--- src/rtl/riscv_rib_arb.sv ---
// Round-robin arbiter granting MST_NUM masters one-at-a-time access to a shared RIB bus.
// Optional BUSY watchdog enabled by RIB_ARB_TIMEOUT_EN (forced error response after TIMEOUT_CYC cycles).
module riscv_rib_arb #(
   parameter int MST_NUM     = 3,
   parameter int TIMEOUT_CYC = 16
) (
   input  logic                  clk,
   input  logic                  rst_b,
   input  logic [MST_NUM-1:0]    mst_req,
   input  logic [MST_NUM-1:0]    mst_wr_en,
   input  logic [MST_NUM*32-1:0] mst_addr,
   input  logic [MST_NUM*32-1:0] mst_wdata,
   output logic [MST_NUM-1:0]    mst_gnt,
   output logic [MST_NUM-1:0]    mst_rvalid,
   output logic [31:0]           mst_rdata,
   output logic                  mst_err,
   output logic                  bus_req,
   output logic                  bus_wr_en,
   output logic [31:0]           bus_addr,
   output logic [31:0]           bus_wdata,
   input  logic                  bus_ack,
   input  logic [31:0]           bus_rdata,
   output logic                  core_hold
);
   localparam int IW = $clog2(MST_NUM);

   typedef enum logic [1:0] {IDLE = 2'd0, BUSY = 2'd1, RESP = 2'd2} state_t;
   typedef struct packed {
      logic        wr_en;
      logic [31:0] addr;
      logic [31:0] wdata;
   } cmd_t;

   state_t        state, state_nxt;
   logic [IW-1:0] ptr, win;
   logic          any_req, tmo, pend0, err_q;
   cmd_t          cmd, win_cmd;
   logic [31:0]   rdata_q;

   // first requester strictly after the previous winner, wrapping around
   always_comb begin
      win     = ptr;
      any_req = 1'b0;
      for (int k = 1; k <= MST_NUM; k++)
         for (int i = 0; i < MST_NUM; i++)
            if (!any_req && mst_req[i] && ((int'(ptr) + k) % MST_NUM) == i) begin
               win     = IW'(i);
               any_req = 1'b1;
            end
   end

   always_comb begin
      win_cmd = '0;
      for (int i = 0; i < MST_NUM; i++)
         if (win == IW'(i))
            win_cmd = '{mst_wr_en[i], mst_addr[32*i +: 32], mst_wdata[32*i +: 32]};
   end

   always_ff @(posedge clk or negedge rst_b)
      if (!rst_b) state <= IDLE;
      else        state <= state_nxt;

   always_comb begin
      state_nxt = state;
      case (state)
         IDLE:    if (any_req) state_nxt = BUSY;
         BUSY:    if (bus_ack || tmo) state_nxt = RESP;
         RESP:    state_nxt = IDLE;
         default: state_nxt = IDLE;
      endcase
   end

   always_ff @(posedge clk or negedge rst_b)
      if (!rst_b) begin
         ptr     <= IW'(MST_NUM - 1);
         cmd     <= '0;
         rdata_q <= '0;
         pend0   <= 1'b0;
      end else begin
         if (state == IDLE && any_req) begin
            ptr <= win;
            cmd <= win_cmd;
         end
         if (state == BUSY) begin
            if (bus_ack)  rdata_q <= bus_rdata;
            else if (tmo) rdata_q <= '0;
         end
         if (mst_gnt[0])         pend0 <= 1'b1;
         else if (mst_rvalid[0]) pend0 <= 1'b0;
      end

`ifdef RIB_ARB_TIMEOUT_EN
   logic [7:0] tmo_cnt;

   // an ack in the last allowed cycle completes normally
   assign tmo = (state == BUSY) && !bus_ack && (tmo_cnt == 8'(TIMEOUT_CYC - 1));

   always_ff @(posedge clk or negedge rst_b)
      if (!rst_b) begin
         tmo_cnt <= '0;
         err_q   <= 1'b0;
      end else begin
         if (state != BUSY) tmo_cnt <= '0;
         else if (!bus_ack) tmo_cnt <= tmo_cnt + 8'd1;
         if (state == BUSY && (bus_ack || tmo)) err_q <= ~bus_ack;
      end
`else
   assign tmo   = 1'b0;
   assign err_q = 1'b0;
`endif

   // outputs are gated by rst_b so an asserted reset silences them in the same cycle
   always_comb begin
      mst_gnt    = '0;
      mst_rvalid = '0;
      mst_rdata  = '0;
      mst_err    = 1'b0;
      bus_req    = 1'b0;
      bus_wr_en  = 1'b0;
      bus_addr   = '0;
      bus_wdata  = '0;
      if (rst_b) begin
         case (state)
            IDLE: if (any_req)
                     for (int i = 0; i < MST_NUM; i++) mst_gnt[i] = (win == IW'(i));
            BUSY: begin
               bus_req   = 1'b1;
               bus_wr_en = cmd.wr_en;
               bus_addr  = cmd.addr;
               bus_wdata = cmd.wdata;
            end
            RESP: begin
               for (int i = 0; i < MST_NUM; i++) mst_rvalid[i] = (ptr == IW'(i));
               mst_rdata = rdata_q;
               mst_err   = err_q;
            end
            default: ;
         endcase
      end
      core_hold = rst_b & ((mst_req[0] & ~mst_gnt[0]) | (pend0 & ~mst_rvalid[0]));
   end

endmodule
--- config.mk ---
export PLATFORM = sky130hd
export DESIGN_NAME = riscv_rib_arb
export DESIGN_NICKNAME = d
export VERILOG_FILES = /design/src/rtl/riscv_rib_arb.sv
export SDC_FILE = /design/constraint.sdc
export NUM_CORES = 1
export LEC_CHECK = 0
export CAP_MARGIN = 25
export CORE_MARGIN = 2
export CORE_UTILIZATION = 41
export DETAILED_ROUTE_END_ITERATION = 10
export GPL_ROUTABILITY_DRIVEN = 0
export PLACE_DENSITY = 0.82
export SETUP_SLACK_MARGIN = 0.1
export SYNTH_ARGS = -nofsm -noshare
export SYNTH_HDL_FRONTEND = slang
export SYNTH_SLANG_ARGS = --single-unit
export TNS_END_PERCENT = 30
--- constraint.sdc ---
create_clock -name clk -period 3.5 [get_ports clk]
set_input_delay 0.7 -clock clk [delete_from_list [all_inputs] [get_ports clk]]
set_output_delay 0.7 -clock clk [all_outputs]
set_load 0.01 [all_outputs]
## After elaboration in Yosys (flattened, before gate mapping)

Index checks and enable logic that the tools add are counted.

| word-level totals | value |
|---|---|
| logic and storage cells | 109 |
| memories kept | 0 |
| bits in registers | 102 |
| latch bits | 0 |
| input port bits | 233 |
| ROM bits | 0 |
| RAM bits | 0 |
| output and inout port bits | 106 |

| cells by class | value |
|---|---|
| multiply operators | 0 |
| order comparisons | 0 |
| div/mod/pow operators | 3 |
| shift-type cells | 0 |
| equality and inequality tests | 14 |
| bitwise logic cells | 6 |
| reduce and logical (&&, ||, !) cells | 35 |
| add/subtract/negate cells | 3 |
| muxes and demuxes | 41 |

Operators with widths:

| cell | number |
|---|---|
| 2-to-1 mux 65 bit | 3 |
| 2-to-1 mux 32 bit | 6 |
| equality test 32 x 2 -> 1 bit (second input constant) | 3 |
| equality test 32 x 3 -> 1 bit (second input constant) | 3 |
| logical NOT 32 bit | 3 |
| remainder unit 32 x 3 -> 32 bit (second input constant) | 3 |
| 2-to-1 mux 2 bit | 11 |
| logical AND 1 bit | 18 |
| 2-to-1 mux 1 bit | 15 |
| 2-to-1 mux 3 bit | 5 |
| logical NOT 1 bit | 8 |
| adder 2 x 2 -> 3 bit (second input constant) | 2 |
| equality test 2 x 1 -> 1 bit (second input constant) | 3 |
| equality test 2 bit (second input constant) | 3 |
| logical NOT 2 bit | 3 |
| != test 2 bit (second input constant) | 2 |
| case mux 2 bit (2 select lines) | 1 |
| AND reduction 2 bit | 2 |
| adder 2 x 1 -> 3 bit (second input constant) | 1 |
| bitwise AND 1 bit | 3 |
| inverter 1 bit | 2 |
| nonzero test 2 bit | 1 |
| bitwise OR 1 bit | 1 |

## Logic depth before layout (Yosys ltp)

| depth | value |
|---|---|
| depth in word-level cells | 45 |
| gate-level depth with buffers | 12 |
| depth with buffers taken out | 8 |

## Worst setup path after synthesis

No wires, ideal clock.

| path | value |
|---|---|
| path kind | reg2out |
| from | reg ptr[1] |
| to | out mst_gnt[2] |
| path buffers | 2 |
| required time | 2.800 ns |
| slack | 0.265 ns |
| cell stages (with the launch flop) | 11 |
| arrival | 2.535 ns |
| cells stage by stage | dfstp_2 inv_1 ha_1 buf_4 nor2b_1 a221oi_1 a211oi_1 nor2_2 buf_2 nand2_1 a2111oi_0 |

| between the ends | value |
|---|---|
| longest elaborated chain between the ends | 41 |
| elaborated cells on any way between the ends | 62 |
| those cells by class | 3 x add/sub; 3 x div; 7 x eq/ne; 21 x mux; 28 x reduce/logical |

Ends and longest elaborated chain:

| item | RTL line | text |
|---|---|---|
| start, declared | 35 | `logic [IW-1:0] ptr, win;` |
| start signal, assigned | 75 | `ptr <= IW'(MST_NUM - 1);` |
| start signal, assigned | 81 | `ptr <= win;` |
| adder 2 x 1 -> 3 bit | 46 | `if (!any_req && mst_req[i] && ((int'(ptr) + k) % MST_NUM) == i) begin` |
| remainder unit 32 x 3 -> 32 bit | 46 |  |
| logical NOT 32 bit | 46 |  |
| logical AND 1 bit | 46 |  |
| 2-to-1 mux 1 bit | 46 |  |
| logical NOT 1 bit | 46 |  |
| logical AND 1 bit (2 in series) | 46 |  |
| 2-to-1 mux 1 bit | 46 |  |
| (+23 left out) | n/a |  |
| 2-to-1 mux 1 bit | 46 |  |
| logical NOT 1 bit | 46 |  |
| logical AND 1 bit (2 in series) | 46 |  |
| 2-to-1 mux 2 bit | 46 |  |
| equality test 2 bit | 125 | `for (int i = 0; i < MST_NUM; i++) mst_gnt[i] = (win == IW'(i));` |
| 2-to-1 mux 3 bit (*) | 124 | `IDLE: if (any_req)` |
| 2-to-1 mux 3 bit (*) | 123 | `case (state)` |
| 2-to-1 mux 3 bit (*) | 122 | `if (rst_b) begin` |
| end, declared | 13 | `output logic [MST_NUM-1:0] mst_gnt,` |

Mark *: on every way between the ends. The rest lies on a longest branch, timed or not.

## Final worst setup path

| path | value |
|---|---|
| from | in mst_req[1] |
| to | out mst_gnt[2] |

| between the ends | value |
|---|---|
| longest elaborated chain between the ends | 35 |
| elaborated cells on any way between the ends | 43 |
| those cells by class | 1 x eq/ne; 19 x mux; 23 x reduce/logical |

Ends and longest elaborated chain:

| item | RTL line | text |
|---|---|---|
| start, declared | 9 | `input logic [MST_NUM-1:0] mst_req,` |
| logical AND 1 bit (2 in series) | 46 |  |
| 2-to-1 mux 1 bit | 46 |  |
| logical NOT 1 bit | 46 |  |
| logical AND 1 bit (2 in series) | 46 |  |
| 2-to-1 mux 1 bit | 46 |  |
| logical NOT 1 bit | 46 |  |
| logical AND 1 bit (2 in series) | 46 |  |
| 2-to-1 mux 1 bit | 46 |  |
| (+15 left out) | n/a |  |
| 2-to-1 mux 1 bit | 46 |  |
| logical NOT 1 bit | 46 |  |
| logical AND 1 bit (2 in series) | 46 |  |
| 2-to-1 mux 2 bit | 46 |  |
| equality test 2 bit | 125 |  |
| 2-to-1 mux 3 bit (*) | 124 |  |
| 2-to-1 mux 3 bit (*) | 123 |  |
| 2-to-1 mux 3 bit (*) | 122 |  |

Marks and branches as above.

==> impl_results.md <==
* First-pass GRT wire length at 36400 um
* Hold buffer count at cts at 0
* Number of flops mapped to enable cells by yosys at 0
* Routed length per placed instance at 18.3 um
* Synth cell types at 40
* Clock Skew at 13.0 ps
* Synth Net Count at 984
* Fill count at 1284
* Final Util at 67.4%
* Synth top area share at 37.6%
* Cell Area, Synth at 0.00673 mm2
* Worst-case clock buffer depth at 2
* Post-route cell area at 0.0107 mm2
* Share of cells above drive strength 1 at 6.53%
* Layout area overhead at 59.7%
* Final slew viol count at 0
* Top_reg_cell synth: dfrtp_1
* Max Cap Viol at 0
* Top post-synthesis cells by count: nand2_1, mux2i_1, and2_1
* Post-synthesis instance total at 748
* Worst-Margin Slew at 746 ps
* Mapped Avg Cell Area at 8.99 um2
* Initial Util at 42.2%
* #FFs+latches synth at 102
* Crit end category: output pin
* Post-place setup slack at -292 ps
* Hpwl dp at 17000 um
* Drt first-iter violations at 413
* Routed vias/inst at 5.25
* Diodes inserted at 0
* Power, Total at 9.23 mW
* Worst path required time at 2800 ps
* Max Fclk at 0.291 GHz
* GRT Total Usage at 26.1%
* RSZ-0062 raised after global routing: yes
* Peak fanout along the critical path at 5
* Count leader, synth: nand2_1
* GRT overflow at 0
* Multi-input logic area at 0.00387 mm2
* Worst-path clk slew at 70 ps
* Syn. warnings at 0
* FF+latch area at 0.00255 mm2
* Vias in the first global route at 6594
* Placed cell areas at 0.0104 mm2
* Status: completed
* Worst setup SP type: primary input
* Post-CTS sizing at 13
* Die area at 0.0174 mm2
* I/O pin total at 339
* Post-Layout Cell Count at 1288
* CP Data Arrival Time at 2740 ps
* ANT nets after route at 0
* Max_slew headroom at 50.3%
* Layout Nets at 1303
* Max IR drop VDD at 0.000764 V
* Post-route clock period utilization at 98.3%
* Core Area at 0.0159 mm2
* DR vias at 6759
* Hold Path Class: primary input to asynchronous set/reset pin
* # DRC at 0
* Fin crit period at 3440 ps
* Setup WS post-layout at 59.6 ps
* Num CTS Buffers at 9
* Die height at 132 um
* Top post-synthesis cells by area: dfrtp_1, mux2i_1, a221o_1
* Async SR Flop Fraction at 100%
* CTS tree: yes
* Final Hold Vio Count at 0
* Root buffer cell: clkbuf_16
* Postcts setup bufs at 0
* Largest net degree at the start of global routing at 61
* Post-Route WL at 23500 um
* Clock sinks at 102
* Final Setup Violations at 0
* DIE WIDTH at 132 um
* Sequential fraction of the synthesis area at 38.0%
* P_leak at 4.80 nW
* # rows at 46
* H-tree Lvls at 3
* Antenna violations before repair at 1
* Post-Place Cells at 1272
* IO Port Bufs at 337
* First-pass iteration count of the detailed router at 4
* Setup Crit Path Kind: primary input to output pin
* Leading area contributor after synthesis: dfrtp_1
* Clk_lat worst skew at 350 ps
* Power Density at 859 mW/mm2
## routing by layer
layer  up-vias  track usage [%]  wire length (um)
li1       3216                -                 -
met1      3241             31.9              9410
met2       261             45.5             11800
met3        39             5.92              1750
met4         2             8.88               571
met5         -                0                13
## state kept, by name (all words and copies together) (netlist names)
| register | cells |
|---|---|
| rdata_q | 32 |
| ptr | 2 |
| pend0 | 1 |
| cmd | 65 |
| state | 2 |
## final cells by class
| type | count | area share, % |
|---|---|---|
| tap | 216 | 2.52 |
| clock buffer | 9 | 2.10 |
| timing repair buffer | 373 | 34.2 |
| clock inverter | 7 | 1.12 |
| sequential | 102 | 23.8 |
| multi-input combinational | 575 | 36.1 |
| inverter | 6 | 0.210 |
## power breakdown
| group | switching (mW) | internal [mW] |
|---|---|---|
| Combinational | 3.00 | 2.91 |
| Clock | 0.488 | 0.703 |
| Sequential | 0.300 | 1.83 |
## cell families after synthesis
family	share of synthesized area [%]
DFF	38.0
adders and majority gates	0.558
other	0.0558
and+or+nand+nor	25.0
buffers and inverters	5.38
muxes	19.3
AOI/OAI and AO/OA	11.7
## layout by cell type, fill, tap and decap left out, types with 2 or more instances in the layout
| cell type | Yosys | final |
|---|---|---|
| dlygate4sd2_1 | 0 | 3 |
| buf_2 | 16 | 2 |
| buf_4 | 3 | 32 |
| and2_1 | 102 | 101 |
| nor3b_2 | 0 | 4 |
| buf_6 | 8 | 2 |
| nand2b_1 | 5 | 5 |
| a21o_1 | 2 | 2 |
| a221o_1 | 65 | 65 |
| bufinv_16 | 0 | 3 |
| a211oi_1 | 3 | 3 |
| or3_1 | 2 | 2 |
| o21ai_0 | 2 | 2 |
| nor2_1 | 68 | 68 |
| mux2i_1 | 130 | 130 |
| buf_12 | 0 | 3 |
| dfrtp_1 | 101 | 101 |
| inv_1 | 6 | 6 |
| a31oi_1 | 2 | 2 |
| clkbuf_16 | 0 | 9 |
| clkdlybuf4s50_1 | 0 | 331 |
| nand2_1 | 167 | 167 |
| a21oi_1 | 2 | 2 |
## stage by stage
stage | hold slack, ps | TNS (ps)
2_1_floorplan | 404 | 0
3_3_place_gp | 449 | -5380
3_5_place_dp | 454 | -8150
4_1_cts | 472 | 0
5_1_grt | 489 | 0
6_report | 465 | 0
## worst paths after layout
kind	from	to	slack (ps)	cells after the start
max in group asynchronous	rst_b	cmd[2]	1810	3
worst min-delay path	rst_b	rdata_q[23]	470	2
min in group clk	rdata_q[7]	rdata_q[7]	470	2
worst min register to register	rdata_q[7]	rdata_q[7]	470	2
worst max-delay path	mst_req[1]	mst_gnt[2]	60	8
worst max register to register	ptr[1]	cmd[1]	370	11
## critical path, stage by stage
cell and delay [ps]:
clkdlybuf4s50_1 490, nor2b_2 220, a211oi_1 270, o21a_1 200, o22a_1 170, nand2_1 60
a2111oi_0 410, buf_2 220
(Power assumes the default switching activity.)
